==> config.mk <==
export PLATFORM = sky130hd
export DESIGN_NAME = bram_stream_reader
export DESIGN_NICKNAME = d
export VERILOG_FILES = /design/src/rtl/bram_stream_reader.sv
export SDC_FILE = /design/constraint.sdc
export NUM_CORES = 1
export LEC_CHECK = 0
export CAP_MARGIN = 0
export CORE_UTILIZATION = 58
export CTS_BUF_LIST = sky130_fd_sc_hd__clkbuf_2 sky130_fd_sc_hd__clkbuf_4 sky130_fd_sc_hd__clkbuf_8
export DETAILED_ROUTE_END_ITERATION = 12
export PLACE_DENSITY = 0.83
export SYNTH_ARGS = -nofsm -noshare
export SYNTH_HDL_FRONTEND = slang
export SYNTH_SLANG_ARGS = --single-unit
==> constraint.sdc <==
create_clock -name clk -period 2.7 [get_ports clk]
set_clock_uncertainty 0.15 [all_clocks]
set_input_delay 0.675 -clock clk [delete_from_list [all_inputs] [get_ports clk]]
set_output_delay 0.675 -clock clk [all_outputs]
set_load 0.02 [all_outputs]
==> src/rtl/bram_stream_reader.sv <==
// Streams a contiguous, wrap-around range of BRAM words out as valid/ready beats.
// Optional m_last output is built only when BRAM_RD_LAST_EN is defined.
//
// state | meaning
// IDLE  | waiting for start; a zero-length start only pulses done
// RUN   | issuing reads and draining the output FIFO until the final beat
module bram_stream_reader #(
  parameter int DATA_WIDTH = 32,
  parameter int DEPTH      = 128,
  parameter int ADDR_WIDTH = $clog2(DEPTH)
) (
  input  logic                  clk,
  input  logic                  rst_n,
  input  logic                  start,
  input  logic [ADDR_WIDTH-1:0] base_addr,
  input  logic [ADDR_WIDTH:0]   length,
  output logic                  busy,
  output logic                  done,
  output logic [ADDR_WIDTH-1:0] bram_addr,
  input  logic [DATA_WIDTH-1:0] bram_dout,
  output logic [DATA_WIDTH-1:0] m_data,
  output logic                  m_valid,
  input  logic                  m_ready
`ifdef BRAM_RD_LAST_EN
  ,
  output logic                  m_last
`endif
);

  localparam int CW = ADDR_WIDTH + 1;
  localparam logic [CW-1:0]         DEPTH_C   = CW'(DEPTH);
  localparam logic [ADDR_WIDTH-1:0] LAST_ADDR = ADDR_WIDTH'(DEPTH - 1);

  localparam logic [0:0] IDLE = 1'b0;
  localparam logic [0:0] RUN  = 1'b1;

  logic [0:0]            state;
  logic [CW-1:0]         len_r;
  logic [CW-1:0]         issued;
  logic [CW-1:0]         delivered;
  logic                  va;
  logic                  vb;
  logic                  done_r;

  logic [DATA_WIDTH-1:0] fifo_mem [4];
  logic [1:0]            wr_ptr;
  logic [1:0]            rd_ptr;
  logic [2:0]            fifo_count;

  logic [CW-1:0]         eff_len;
  logic [ADDR_WIDTH-1:0] eff_base;
  logic [ADDR_WIDTH-1:0] next_addr;
  logic [2:0]            in_flight;
  logic                  issue;
  logic                  pop;
  logic                  final_beat;

  always_comb begin
    eff_len = length;
    if (length > DEPTH_C) eff_len = DEPTH_C;
    eff_base = base_addr;
    if ({1'b0, base_addr} >= DEPTH_C) eff_base = '0;
  end

  assign next_addr = (bram_addr == LAST_ADDR) ? '0 : bram_addr + ADDR_WIDTH'(1);

  // Reads already in the pipe are counted so each one is guaranteed a FIFO slot.
  assign in_flight  = fifo_count + {2'b00, va} + {2'b00, vb};
  assign issue      = (state == RUN) && (issued < len_r) && (in_flight < 3'd4);

  assign m_valid    = (fifo_count != 3'd0);
  assign m_data     = fifo_mem[rd_ptr];
  assign pop        = m_valid && m_ready;
  assign final_beat = pop && ((delivered + CW'(1)) == len_r);

  assign busy = (state == RUN);
  assign done = done_r;

`ifdef BRAM_RD_LAST_EN
  assign m_last = m_valid && (delivered == (len_r - CW'(1)));
`endif

  always_ff @(posedge clk or negedge rst_n) begin
    if (!rst_n) begin
      state     <= IDLE;
      len_r     <= '0;
      issued    <= '0;
      delivered <= '0;
      bram_addr <= '0;
      va        <= 1'b0;
      vb        <= 1'b0;
      done_r    <= 1'b0;
    end else begin
      done_r <= 1'b0;
      va     <= 1'b0;
      vb     <= va;
      case (state)
        IDLE: begin
          if (start) begin
            if (eff_len != '0) begin
              // First read issues on the accepting edge to reach a 3-cycle first beat.
              state     <= RUN;
              len_r     <= eff_len;
              bram_addr <= eff_base;
              va        <= 1'b1;
              issued    <= CW'(1);
              delivered <= '0;
            end else begin
              done_r <= 1'b1;
            end
          end
        end
        RUN: begin
          if (issue) begin
            bram_addr <= next_addr;
            va        <= 1'b1;
            issued    <= issued + CW'(1);
          end
          if (pop) begin
            delivered <= delivered + CW'(1);
          end
          if (final_beat) begin
            state  <= IDLE;
            done_r <= 1'b1;
          end
        end
        default: state <= IDLE;
      endcase
    end
  end

  always_ff @(posedge clk or negedge rst_n) begin
    if (!rst_n) begin
      for (int i = 0; i < 4; i++) fifo_mem[i] <= '0;
      wr_ptr     <= '0;
      rd_ptr     <= '0;
      fifo_count <= '0;
    end else begin
      if (vb) begin
        fifo_mem[wr_ptr] <= bram_dout;
        wr_ptr           <= wr_ptr + 2'd1;
      end
      if (pop) begin
        rd_ptr <= rd_ptr + 2'd1;
      end
      case ({vb, pop})
        2'b10:   fifo_count <= fifo_count + 3'd1;
        2'b01:   fifo_count <= fifo_count - 3'd1;
        default: fifo_count <= fifo_count;
      endcase
    end
  end

endmodule

### Word-level counts from Yosys, hierarchy flattened

Index checks and enable logic that the tools add are counted.

* register bits: 170
* input bits: 51
* output and inout port bits: 42
* word-level logic and storage cells: 83

* add/sub/neg operators: 9
* order comparisons: 6
* eq/ne operators: 8
* multiplexer cells: 31
* bitwise gates (word level): 3
* reductions and logical operators: 11

Operator list (count)
* bitwise mux 128 bit: 1
* two-way mux 32 bit: 3
* binary-select mux 32 bit (select 2 bit): 1
* demux 32 bit (select 2 bit): 1
* two-way mux 8 bit: 7
* one-hot mux 8 bit (2 select lines): 2
* two-way mux 7 bit: 4
* adder 8 x 1 -> 8 bit, second input constant: 2
* one-hot mux 7 bit (2 select lines): 1
* AND reduction 3 bit: 3
* equality test 8 bit: 1
* greater-than comparator 8 bit, second input constant: 1
* less-than comparator 8 bit: 1
* nonzero test 8 bit: 1
* adder 7 x 1 -> 7 bit, second input constant: 1
* equality test 7 bit, second input constant: 1
* two-way mux 1 bit: 7
* adder 3 x 1 -> 3 bit: 2
* >= comparator 3 bit, second input constant: 2
* NOT 2 -> 3 bit: 2
* one-hot mux 1 bit (2 select lines): 3
* one-hot mux 3 bit (2 select lines): 1
* logical AND 1 bit: 5
* adder 2 x 1 -> 2 bit, second input constant: 2
* 11 further kinds: 13

### Depth between registers and ports, before layout

* depth after elaboration: 6
* gate-level depth with buffers: 8

### Least setup slack after synthesis

No wires, ideal clock.

* kind: reg-to-output
* start: register rd_ptr[0]
* end: output m_data[10]
* arrival time: 1396 ps
* slack: 479 ps
* stages on the path, launching flop included: 4
* buffers on the path: 2
* cell sequence: dfrtp_1 buf_2 buf_2 mux4_2

* cells in the longest elaborated chain, start to end: 4

RTL lines
* start: declaration: RTL line 47 `logic [1:0] rd_ptr;`
* start signal: assignment: RTL line 144 `rd_ptr <= rd_ptr + 2'd1;`
* NOT 2 -> 3 bit (implied by the code): RTL line 72 `assign m_data = fifo_mem[rd_ptr];`
* binary-select mux 32 bit (select 2 bit): RTL line 72
* two-way mux 32 bit (implied by the code) (2 in a row): RTL line 72
* end: declaration: RTL line 21 `output logic [DATA_WIDTH-1:0] m_data,`

Every way passes these cells. The select of a mux whose other input is x is not followed.

### Worst setup path after layout

* start: register rd_ptr[0]
* end: output m_data[12]

Same word-level chain as after synthesis.

==> flow_metrics.py <==
metrics = {
    "status": {
        "status": "finished, violations left",
        "failed_checks": "setup timing",
    },
    "synthesis": {
        "synth_compound_area_share_pct": 5.50,
        "syn_avg_cell_area_um2": 13.9,
        "synth_fa_ha_area_share_pct": 2.73,
        "yosysSeqAreaShare_pct": 52.7,
        "ys_types": 58,
        "yosys_register_bits": 170,
        "ys.flop_type": "dfrtp_1",
        "synthCells": 581,
        "synth-edff-count": 0,
        "yosys-top-cells-area": "dfrtp_1, mux2_2, mux4_2",
        "synthArstFlopShare_pct": 100,
        "syn_nets": 649,
        "yosys.area_share.simple_pct": 5.94,
        "yosysTopAreaCell": "dfrtp_1",
        "synth_top_area_share_pct": 52.7,
        "ys_warn_count": 0,
        "muxShareOfSynthArea_pct": 28.2,
        "synth_top_family_by_area": "multiplexers",
        "synth_area_um2": 8070,
        "synth_xor_xnor_area_share_pct": 2.28,
    },
    "clock_network": {
        "clkSinkCount": 170,
        "clock_path_buffers": 2,
        "clock-root-buffer": "clkbuf_8",
        "tritoncts": "built",
        "clock_latency_ps": 460,
        "h-tree-depth": 4,
        "cts_buffers": 17,
        "clk_pin_slew_ps": 80,
    },
    "detailed_routing": {
        "wl_per_cell_um": 20.1,
        "wirelength_mm": 17.7,
        "drtPass1Iterations": 4,
        "drc": 0,
        "final_antenna_net_count": 0,
        "vias_per_cell": 5.89,
        "vias": 5186,
        "drt_iter0_drc": 364,
    },
    "place": {
        "placed_area_um2": 9330,
        "numPortBuffers": 92,
        "place_hpwl_mm": 11.7,
        "gp_congestion": 0.848,
        "dp_slack_ps": 26.6,
    },
    "sta": {
        "whs_ps": 32.7,
        "slew_headroom_pct": 62.0,
        "slew_viol_final": 0,
        "final.setup.tns_ps": -118,
        "hold_viol": 0,
        "fin_crit_ps": 2740,
        "setup_ws_ps": -42.4,
        "timing.fmax_ghz": 0.365,
        "finalCritPeriodShare_pct": 102,
        "worstMarginPinSlew_ps": 570,
        "rsz0062_at_grt": "yes",
        "finalSetupViolations": 12,
    },
    "power_and_ir_drop": {
        "power.density_nw_per_um2": 1300,
        "ir_drop_uv": 655,
        "p_leak_uw": 0.00416,
        "power_switching_uw": 4670,
        "internal_power_uw": 7940,
        "pwr-share-clk_pct": 14.7,
        "pwr-share-seq_pct": 36.7,
        "switching_share_pct": 37.0,
        "power_frac_comb_pct": 48.6,
    },
    "worst_setup_path": {
        "worstPathRequired_ps": 1880,
        "arrival_ps": 1920,
        "crit_family": "buffers and inverters",
        "critPathKind": "flop to output pin",
        "endpoint_kind": "output pin",
        "worstPathCellList": "bufbuf_16, mux4_2, clkdlybuf4s15_2",
        "worstPathMaxFanout": 11,
        "cp_num_buf_inv": 2,
        "slowest_stage": "mux4_2",
        "cp.depth": 3,
        "max_stage_delay_ps": 500,
        "start_kind": "flop",
        "r2r_cells": 7,
    },
    "global_routing": {
        "grt_start_max_net_pins": 60,
        "antenna_found_initial": 0,
        "grt_usage_pct": 26.4,
        "grt-ovfl-total": 0,
        "grt_first_pass_wirelength_mm": 28.9,
        "grt_pass1_vias": 5688,
    },
    "layout": {
        "syn_to_final_growth_pct": 19.9,
        "fin_nets": 760,
        "drive_gt1_share_pct": 38.4,
        "antennaDiodeCount": 0,
        "finish.instance_area_um2": 9680,
    },
    "die": {
        "core_area_um2": 13400,
        "placementRows": 42,
        "num_io_pins": 93,
        "die-area_um2": 14400,
        "initial_core_util_pct": 60.3,
        "die_h_um": 120,
        "die_w_um": 120,
    },
    "min_path": {
        "min_path_type": "input port to async pin",
    },
    "job": {
        "max-cap-violations": 0,
    },
}
-- Yosys cell counts, drive strengths merged (2+ instances only) --
master and count:
xor2 10, a211oi 3, a211o 3, a22o 3, mux4 32, nor4b 2, nor2 13, nor4 4
a21o 3, buf 19, nand3b 6, o21ai 21, a21oi 8, nor3 4, a221o 3, and3 5
mux2 131, nand2 34, or3 2, nand3 11, clkbuf 10, mux2i 7, ha 16, a221oi 3
nand2b 3, dfrtp 170, inv 22, and4 2, o221ai 2, xnor2 11
-- final cells by class --
class	count	area, µm²
repair buffers	121	1110
flip-flops and latches	170	4260
fillers	893	3720
well taps	176	220
multi-input cells	360	3600
inverters	22	85.1
clock buffers	19	255
clock inverters	12	150
-- power by group through the flow --
stage | Clock, µW | Sequential [µW] | Combinational (µW)
floorplan | 0 | 4370 | 4400
global placement | 0 | 4540 | 6220
detailed placement | 0 | 4660 | 6440
CTS | 1880 | 4610 | 6130
global route | 1970 | 4770 | 6610
finish | 1850 | 4620 | 6130
-- worst register-to-register path: cells and delay by family, from the launching register on --
family,cells,cell delay [ps]
flip-flops,1,460
buffers and inverters,1,170
AO/OA/AOI/OAI,5,1220
adder cells (fa/ha/maj),1,320
-- placed cells by master, fill, tap and decap left out, types with 2 or more instances in the layout --
master and count:
a211o_1 3, a211oi_1 3, a21o_1 3, a21oi_1 6, a221o_1 3, a221oi_2 3, a22o_1 3, and3_1 4
and4_1 2, buf_12 5, buf_2 31, buf_4 21, bufinv_16 3, clkbuf_16 2, clkbuf_8 18, clkdlybuf4s50_1 58
clkinv_2 3, clkinvlp_4 6, dfrtp_1 169, ha_1 16, inv_1 21, mux2_2 129, mux2_4 2, mux2i_1 7
mux4_2 32, nand2_1 33, nand2b_1 3, nand3_1 11, nand3b_1 6, nor2_1 12, nor3_1 4, nor4_1 2
nor4_2 2, nor4b_1 2, o21ai_0 20, o221ai_1 2, or3_1 2, xnor2_1 11, xor2_1 10
-- metrics by stage --
stage                     cells  utilization [%]  total power, µW
after floorplan             581                -             8770
after global placement      845             69.7            10800
final                       880             72.2            12600
after detailed placement    845             69.7            11100
after global routing        880             72.2            13300
after CTS                   878             72.0            12600
-- sequential cells by signal (all words and copies together) (netlist names), 2 cells and up --
signal,flops
issued,8
fifo_count,3
rd_ptr,2
fifo_mem,128
delivered,8
wr_ptr,2
bram_addr,7
len_r,8
-- worst paths after layout --
kind | to | startpoint | slack (ps)
min in group clk | vb$_DFF_PN0_ | va$_DFF_PN0_ | 300
max | m_data[12] | rd_ptr[0]$_DFFE_PN0N_ | -40
max in group asynchronous | fifo_mem[11]$_DFFE_PN0P_ | rst_n | 1660
min reg2reg | vb$_DFF_PN0_ | va$_DFF_PN0_ | 300
min | fifo_mem[100]$_DFFE_PN0P_ | rst_n | 30
max reg2reg | issued[5]$_DFFE_PN0P_ | issued[2]$_DFFE_PN0P_ | 280
-- metal layers --
layer	vias up	global-route usage [%]	part of all wire, %	wire length, µm
li1	2347	-	-	-
met1	2684	34.3	42	7480
met2	139	43.9	52	9120
met3	16	5.85	5.0	876
met4	0	9.06	1.1	188
met5	-	0	0	0
-- kinds of logic (layout without fill, tap and decap cells) --
logic type               Yosys count  count (layout)
AO/OA/AOI/OAI                     60              60
multiplexers                     170             170
adder cells (fa/ha/maj)           17              17
flip-flops                       170             170
XOR/XNOR                          21              21
buffers and inverters             51             174
AND/OR/NAND/NOR                   92              92
-- what timing repair did --
| action | 4_1_cts | 5_1_grt |
|---|---|---|
| hold buffers | 0 | 0 |
| gates resized for setup | 124 | 4 |
| buffers inserted | 1 | 0 |
| gates cloned | 1 | 2 |
| endpoints found under the hold margin | 0 | 0 |
| setup endpoints to repair | 32 | 32 |
No activity file was read; power rests on OpenSTA's default activity.
